--- config.mk ---
export PLATFORM = sky130hd
export DESIGN_NAME = fifo2frame_flat
export DESIGN_NICKNAME = d
export VERILOG_FILES = /design/src/rtl/fifo2frame_if.sv /design/src/rtl/fifo2frame.sv /design/src/flat_wrapper.sv
export SDC_FILE = /design/constraint.sdc
export NUM_CORES = 1
export LEC_CHECK = 0
export BUFFER_PORTS_ARGS = -buffer_cell sky130_fd_sc_hd__buf_4
export CAP_MARGIN = 15
export CORE_MARGIN = 8
export CORE_UTILIZATION = 26
export DETAILED_ROUTE_END_ITERATION = 12
export PLACE_DENSITY_LB_ADDON = 0.15
export SLEW_MARGIN = 20
export SYNTH_ARGS = -nofsm -noshare
export SYNTH_HDL_FRONTEND = slang
export SYNTH_SLANG_ARGS = --single-unit
--- constraint.sdc ---
create_clock -name clk -period 6.1 [get_ports clk]
set_input_delay 0.915 -clock clk [delete_from_list [all_inputs] [get_ports clk]]
set_output_delay 0.915 -clock clk [all_outputs]
set_load 0.1 [all_outputs]
--- src/rtl/fifo2frame_if.sv ---
// Line-FIFO read side and pixel stream bundle for fifo2frame.
// master: the unpacker (pops the FIFO, drives pixels); slave: FIFO + pixel sink.
interface fifo2frame_if #(
  parameter int unsigned ADDR_WIDTH = 5
) ();
  logic [63:0]           fifo_data;
  logic                  fifo_empty;
  logic [ADDR_WIDTH-1:0] fifo_words_used;
  logic                  fifo_pop;
  logic [7:0]            pix_data;
  logic                  pix_valid;
  logic                  pix_ready;
  logic                  pix_sof;
  logic                  pix_eol;
  logic                  pix_eof;

  modport master (
    input  fifo_data, fifo_empty, fifo_words_used, pix_ready,
    output fifo_pop, pix_data, pix_valid, pix_sof, pix_eol, pix_eof
  );

  modport slave (
    output fifo_data, fifo_empty, fifo_words_used, pix_ready,
    input  fifo_pop, pix_data, pix_valid, pix_sof, pix_eol, pix_eof
  );
endinterface

--- src/rtl/fifo2frame.sv ---
// fifo2frame: pops 64-bit words from the line FIFO, unpacks them into 8-bit pixels (byte 0
// first) and emits a raster-ordered pixel stream with SOF/EOL/EOF markers.
// Optional feature: define FIFO2FRAME_STARVE_CNT_EN to build the starvation counter;
// otherwise sts_starve_cnt is tied to 0.
module fifo2frame #(
  parameter int unsigned ADDR_WIDTH   = 5,
  parameter int unsigned STARVE_CNT_W = 16
) (
  input  logic                    clk,
  input  logic                    rst_n,
  fifo2frame_if.master            bus,
  input  logic                    cfg_blk_en,
  input  logic [10:0]             cfg_img_width,
  input  logic [10:0]             cfg_img_height,
  output logic                    sts_done,
  output logic [STARVE_CNT_W-1:0] sts_starve_cnt
);

  typedef enum logic [1:0] {StIdle, StRun, StDone} state_e;

  state_e      state_q, state_d;
  logic        blk_en_q;
  logic [10:0] width_q, height_q;
  logic [10:0] x_q, y_q;
  logic [21:0] budget_q;
  logic [63:0] buf_q [2];
  logic        rd_ptr_q, wr_ptr_q;
  logic [1:0]  count_q;
  logic [2:0]  byte_q;
  logic        pop_q;
  logic        done_q;

  logic        start, abort;
  logic [11:0] wpl;
  logic [21:0] budget_init;
  logic        valid, sof, eol, eof, last_x, last_y;
  logic [7:0]  data;
  logic        accept, word_free, pop, push;

  // Fill level is status only; it plays no part in control.
  logic [ADDR_WIDTH-1:0] unused_words_used;
  assign unused_words_used = bus.fifo_words_used;

  assign start       = cfg_blk_en & ~blk_en_q;
  assign abort       = ~cfg_blk_en;
  assign wpl         = ({1'b0, cfg_img_width} + 12'd7) >> 3;
  assign budget_init = 22'(wpl) * 22'(cfg_img_height);

  // Pixel presentation, markers, handshake and FIFO pop decision.
  always_comb begin
    valid     = (state_q == StRun) && (count_q != 2'd0);
    last_x    = (x_q == width_q - 11'd1);
    last_y    = (y_q == height_q - 11'd1);
    data      = valid ? buf_q[rd_ptr_q][{byte_q, 3'b000} +: 8] : 8'd0;
    sof       = valid && (x_q == 11'd0) && (y_q == 11'd0);
    eol       = valid && last_x;
    eof       = eol && last_y;
    accept    = valid && bus.pix_ready;
    // A word is released either at its last byte or at end of line (tail bytes discarded).
    word_free = accept && (last_x || (byte_q == 3'd7));
    pop       = (state_q == StRun) && !bus.fifo_empty && (budget_q != 22'd0) &&
                ((count_q + {1'b0, pop_q}) < 2'd2);
    // Data for a pop lands one cycle later; drop it if the frame was aborted meanwhile.
    push      = pop_q && (state_q == StRun) && cfg_blk_en;
  end

  assign bus.fifo_pop  = pop;
  assign bus.pix_data  = data;
  assign bus.pix_valid = valid;
  assign bus.pix_sof   = sof;
  assign bus.pix_eol   = eol;
  assign bus.pix_eof   = eof;
  assign sts_done      = done_q;

  // Frame control next state; disable overrides everything.
  always_comb begin
    state_d = state_q;
    unique case (state_q)
      StIdle:  if (start) state_d = StRun;
      StRun:   if (accept && eof) state_d = StDone;
      StDone:  if (start) state_d = StRun;
      default: state_d = StIdle;
    endcase
    if (abort) state_d = StIdle;
  end

  // State register.
  always_ff @(posedge clk or negedge rst_n) begin
    if (!rst_n) state_q <= StIdle;
    else        state_q <= state_d;
  end

  // Config capture, word budget, 2-entry word buffer and raster counters.
  always_ff @(posedge clk or negedge rst_n) begin
    if (!rst_n) begin
      blk_en_q <= 1'b0;
      pop_q    <= 1'b0;
      width_q  <= '0;
      height_q <= '0;
      budget_q <= '0;
      buf_q[0] <= '0;
      buf_q[1] <= '0;
      rd_ptr_q <= 1'b0;
      wr_ptr_q <= 1'b0;
      count_q  <= '0;
      byte_q   <= '0;
      x_q      <= '0;
      y_q      <= '0;
      done_q   <= 1'b0;
    end else begin
      blk_en_q <= cfg_blk_en;
      pop_q    <= pop;
      if (abort) begin
        rd_ptr_q <= 1'b0;
        wr_ptr_q <= 1'b0;
        count_q  <= '0;
        byte_q   <= '0;
        done_q   <= 1'b0;
      end else if (start) begin
        width_q  <= cfg_img_width;
        height_q <= cfg_img_height;
        budget_q <= budget_init;
        rd_ptr_q <= 1'b0;
        wr_ptr_q <= 1'b0;
        count_q  <= '0;
        byte_q   <= '0;
        x_q      <= '0;
        y_q      <= '0;
        done_q   <= 1'b0;
      end else begin
        if (pop) budget_q <= budget_q - 22'd1;
        if (push) begin
          buf_q[wr_ptr_q] <= bus.fifo_data;
          wr_ptr_q        <= ~wr_ptr_q;
        end
        case ({push, word_free})
          2'b10:   count_q <= count_q + 2'd1;
          2'b01:   count_q <= count_q - 2'd1;
          default: ;
        endcase
        if (accept) begin
          if (word_free) begin
            rd_ptr_q <= ~rd_ptr_q;
            byte_q   <= '0;
          end else begin
            byte_q   <= byte_q + 3'd1;
          end
          if (last_x) begin
            x_q <= '0;
            if (!last_y) y_q <= y_q + 11'd1;
          end else begin
            x_q <= x_q + 11'd1;
          end
          if (eof) done_q <= 1'b1;
        end
      end
    end
  end

`ifdef FIFO2FRAME_STARVE_CNT_EN
  logic [STARVE_CNT_W-1:0] starve_q;

  // Saturating count of cycles where the sink was ready but no pixel was available.
  always_ff @(posedge clk or negedge rst_n) begin
    if (!rst_n) begin
      starve_q <= '0;
    end else if (start) begin
      starve_q <= '0;
    end else if ((state_q == StRun) && bus.pix_ready && !valid && !(&starve_q)) begin
      starve_q <= starve_q + 1'b1;
    end
  end

  assign sts_starve_cnt = starve_q;
`else
  assign sts_starve_cnt = '0;
`endif

endmodule
--- src/flat_wrapper.sv ---
// flat-port wrapper written by rule: the top's interface ports become plain ports
module fifo2frame_flat 
#(
  parameter int unsigned ADDR_WIDTH   = 5,
  parameter int unsigned STARVE_CNT_W = 16
)
  (clk, rst_n, cfg_blk_en, cfg_img_width, cfg_img_height, sts_done, sts_starve_cnt, bus_fifo_data, bus_fifo_empty, bus_fifo_words_used, bus_pix_ready, bus_fifo_pop, bus_pix_data, bus_pix_valid, bus_pix_sof, bus_pix_eol, bus_pix_eof);
  fifo2frame_if #(.ADDR_WIDTH(ADDR_WIDTH)) bus_i ();
  input  logic clk;
  input  logic rst_n;
  input  logic cfg_blk_en;
  input  logic [10:0] cfg_img_width;
  input  logic [10:0] cfg_img_height;
  output logic sts_done;
  output logic [STARVE_CNT_W-1:0] sts_starve_cnt;
  input wire logic [$bits(bus_i.fifo_data)-1:0] bus_fifo_data;
  input wire logic [$bits(bus_i.fifo_empty)-1:0] bus_fifo_empty;
  input wire logic [$bits(bus_i.fifo_words_used)-1:0] bus_fifo_words_used;
  input wire logic [$bits(bus_i.pix_ready)-1:0] bus_pix_ready;
  output wire logic [$bits(bus_i.fifo_pop)-1:0] bus_fifo_pop;
  output wire logic [$bits(bus_i.pix_data)-1:0] bus_pix_data;
  output wire logic [$bits(bus_i.pix_valid)-1:0] bus_pix_valid;
  output wire logic [$bits(bus_i.pix_sof)-1:0] bus_pix_sof;
  output wire logic [$bits(bus_i.pix_eol)-1:0] bus_pix_eol;
  output wire logic [$bits(bus_i.pix_eof)-1:0] bus_pix_eof;
  assign bus_i.fifo_data = bus_fifo_data;
  assign bus_i.fifo_empty = bus_fifo_empty;
  assign bus_i.fifo_words_used = bus_fifo_words_used;
  assign bus_i.pix_ready = bus_pix_ready;
  assign bus_fifo_pop = bus_i.fifo_pop;
  assign bus_pix_data = bus_i.pix_data;
  assign bus_pix_valid = bus_i.pix_valid;
  assign bus_pix_sof = bus_i.pix_sof;
  assign bus_pix_eol = bus_i.pix_eol;
  assign bus_pix_eof = bus_i.pix_eof;
  fifo2frame #(.ADDR_WIDTH(ADDR_WIDTH), .STARVE_CNT_W(STARVE_CNT_W)) u_core (.clk(clk), .rst_n(rst_n), .bus(bus_i), .cfg_blk_en(cfg_blk_en), .cfg_img_width(cfg_img_width), .cfg_img_height(cfg_img_height), .sts_done(sts_done), .sts_starve_cnt(sts_starve_cnt));
endmodule
==> summary.md <==
| Metric | Value |
|---|---|
| Maxcap violations | `0` |
| Routed wire length | `around 36,000 um` |
| GR Overflow Total | `0` |
| Clk pin slew, worst setup/hold paths | `0.06 ns` |
| Post-synthesis instance area | `approximately 14,000 um2` |
| Remaining antenna violation count | `0` |
| IO Port Bufs | `between 100 and 150` |
| CTS sink cnt | `206` |
| Fin crit share | `between 90% and 100%` |
| Worst-Skew Late Latency | `0.54 ns` |
| Peak supply drop | `approximately 0.00018 V` |
| Setup Viol. Count Final | `0` |
| Power Density | `301 nW/um2` |
| Dpl ws | `-0.522 ns` |
| Most used DFF post-synth | `dfrtp_1` |
| Critical path class | `in2reg` |
| CP Data Arrival Time | `about 6.2 ns` |
| Sequential cell area | `a little over 5000 um2` |
| Die width | `between 200 and 250 um` |
| FFs w/ async S/R, synth | `between 90% and 100%` |
| Hold Buf Count CTS | `0` |
| RR Startpoint | `u_core.width_q[0]` |
| Nets | `between 1,500 and 2,000` |
| First DRT Iteration DRCs | `between 300 and 400` |
| Leakage | `between 7 and 8 nW` |
| Vias | `between 9,000 and 10,000` |
| Outcome | `finished clean` |
| Vias in the first global route | `between 10,000 and 15,000` |
| Synthesis-to-finish area growth | `19.1%` |
| Tmin final | `~5.8 ns` |
| Crit path launch | `cfg_img_width[4]` |
| Fin Hold WS | `a little under 0.4 ns` |
| Post-synthesis sequential area ratio | `37.5%` |
| Warnings from Yosys | `0` |
| Placer Congestion | `between 0.7 and 0.8` |
| 1st-pass router iterations | `4` |
| Post-synth EDFFs | `0` |
| Clk root buf | `clkbuf_16` |
| Initial antenna violation count | `9` |
| Slew Limit Fails | `0` |
| Wire per inst | `about 17 um` |
| #FFs+latches synth | `between 200 and 250` |
| Die area | `roughly 60,000 um2` |
| Post-layout utilization of the core | `31.2%` |
| Vias per cell | `4.54` |
| Area of the multi-input gates | `7830 um2` |
| CTS Buf Count | `25` |
| Rows | `84` |
| CTS tree | `done` |
| Fmax | `174 MHz` |
| PnR worst setup slack | `0.342 ns` |
| Final Skew | `0.0120 ns` |
| Yosys cell types | `68` |
| Setup_tns | `0 ns` |
| First-pass GRT wire length | `approximately 60,000 um` |
| Hold Vio Cnt, Final | `0` |
| Number of setup buffers added after CTS | `0` |
| Fill cells | `~5,500` |
| Worst-margin pin slew | `roughly 1.1 ns` |
| I/O pins | `126` |
| Gr usage total | `around an eighth` |
| Mapped Cells | `around 1,300` |
| Initial cell density of the core | `26.2%` |
| DIE HEIGHT | `246 um` |
| Fraction of layout cells with a size suffix above 1 | `~28%` |
| CP max FO | `5` |
| Max clock buf depth | `3` |
| Worst Path Required | `~6.5 ns` |
| Critical Path Source Type | `input port` |
| Core area | `between 50,000 and 60,000 um2` |
| Dpl hpwl | `26,300 um` |
| Mapped Avg Cell Area | `~11 um2` |
| Hold Crit Class | `in2async` |
| Crit. End Element | `flip-flop` |
| CTS resizes | `0` |
| H-tree lvl count | `1` |
| Slew Limit Headroom | `between 20% and 30%` |
| # DRC | `0` |
| Largest net degree at the start of global routing | `approximately 140` |
## synthesized netlist by cell type, types with 10 or more instances
cell type / n / area, um2
xnor2_1: 45 / 394
buf_4: 20 / 150
or3_1: 10 / 62.6
nor4_1: 14 / 87.6
o21ai_0: 39 / 195
fa_1: 64 / 1280
a21oi_1: 14 / 70.1
nor3_1: 20 / 100
nand2_1: 156 / 586
nand3_1: 15 / 75.1
inv_1: 120 / 450
ha_1: 49 / 613
xor2_1: 28 / 245
nand2b_1: 17 / 106
nor2_1: 42 / 158
clkbuf_1: 54 / 203
mux2_2: 130 / 1460
nor2b_1: 22 / 138
dfrtp_1: 206 / 5150
mux4_2: 40 / 901
and2_1: 45 / 282
## flip-flops by register name, summed over array words and instances, names as in the netlist, 2 cells and up
signal and cells:
u_core.x_q 11, u_core.y_q 11, u_core.state_q 2, u_core.buf_q 128, u_core.budget_q 22, u_core.width_q 11
u_core.height_q 11, u_core.byte_q 3, u_core.count_q 2
## through the flow
stage | instances | power [mW] | cell area, um2
finish | 2108 | 4.92 | 16400
global route | 2105 | 5.34 | 16300
CTS | 2105 | 5.03 | 16300
detailed placement | 2060 | 3.49 | 15500
global placement | 2060 | 3.48 | 15500
floorplan | 1294 | 2.86 | 13800
## report_power, final
| group | total (mW) | switching [mW] | internal [mW] |
|---|---|---|---|
| Clock | 1.48 | 0.616 | 0.864 |
| Sequential | 1.66 | 0.137 | 1.53 |
| Combinational | 1.78 | 0.915 | 0.860 |
| Total | 4.92 | 1.67 | 3.25 |
## critical path, cell delays in order
cell,delay [ns]
buf_4,0.09
nand2_1,0.07
nor3b_2,0.25
nand3_1,0.18
nor2_2,0.23
nand2_1,0.12
xor2_2,0.18
buf_4,0.17
nor2b_1,0.15
fa_1,0.47
fa_1,0.52
fa_1,0.54
inv_1,0.06
fa_1,0.53
inv_1,0.04
ha_1,0.33
o21a_1,0.12
nor2_1,0.20
nor4_1,0.09
buf_4,0.14
o31ai_1,0.31
o21ai_0,0.15
xnor2_1,0.14
nand2_1,0.06
o21ai_0,0.08
## cells by family (layout without fill, tap and decap cells)
kind of cell             Yosys count  in the layout  share of synthesized area (%)
AND/OR/NAND/NOR                  399            399                           15.0
buffers and inverters            203            326                           6.17
XOR/XNOR                          73             73                           4.65
other                              1             19                         0.0273
AO/OA/AOI/OAI                    110            110                           5.27
multiplexers                     174            174                           17.5
flip-flops                       206            206                           37.5
adder cells (fa/ha/maj)          113            113                           13.8
## path summary, 6_finish.rpt
kind / cells after the start / end / slack, ns
setup / recovery: 25 / u_core.budget_q[19] / 0.34
hold / removal: 1 / u_core.x_q[5] / 0.39
setup reg to reg: 9 / u_core.y_q[0] / 2.40
hold reg to reg: 1 / u_core.buf_q[23] / 0.50
max in group asynchronous: 2 / u_core.buf_q[115] / 4.54
min in group clk: 1 / u_core.buf_q[23] / 0.50
## per-layer routing
metal,track usage (%),vias to the layer above,routed length (um)
met2,19.8,152,16700
met4,2.44,14,632
met3,3.30,55,2100
met1,16.3,4814,16600
met5,0,-,95
li1,-,4541,-
## layout make-up
| cell class | instances | area share, % |
|---|---|---|
| Multi-Input combinational cell | 885 | 47.9 |
| Clock inverter | 9 | 0.581 |
| Tap cell | 688 | 5.26 |
| Inverter | 120 | 2.75 |
| Timing Repair Buffer | 161 | 7.58 |
| Sequential cell | 206 | 31.5 |
| Clock buffer | 36 | 4.38 |
| Antenna cell | 3 | 0.0459 |
## layout by cell type (no fill, tap or decap), types with 5 or more instances in the layout
master	n
o21ai_0	39
nand3b_1	6
nor3_1	18
nor2b_1	21
and3_1	7
or3_1	10
ha_1	49
and2_1	45
buf_4	158
clkbuf_16	25
a211oi_1	7
xnor2_1	45
and4_1	5
o31ai_1	6
nor2_1	41
mux4_2	40
a21oi_1	14
nand3_1	15
a21o_1	6
nand2b_1	17
xor2_1	27
conb_1	16
fa_1	64
nand4_1	8
dfrtp_1	205
nor4_1	14
clkbuf_8	6
inv_1	120
mux2_2	130
clkbuf_1	6
nand2_1	156
(Power assumes the default switching activity.)
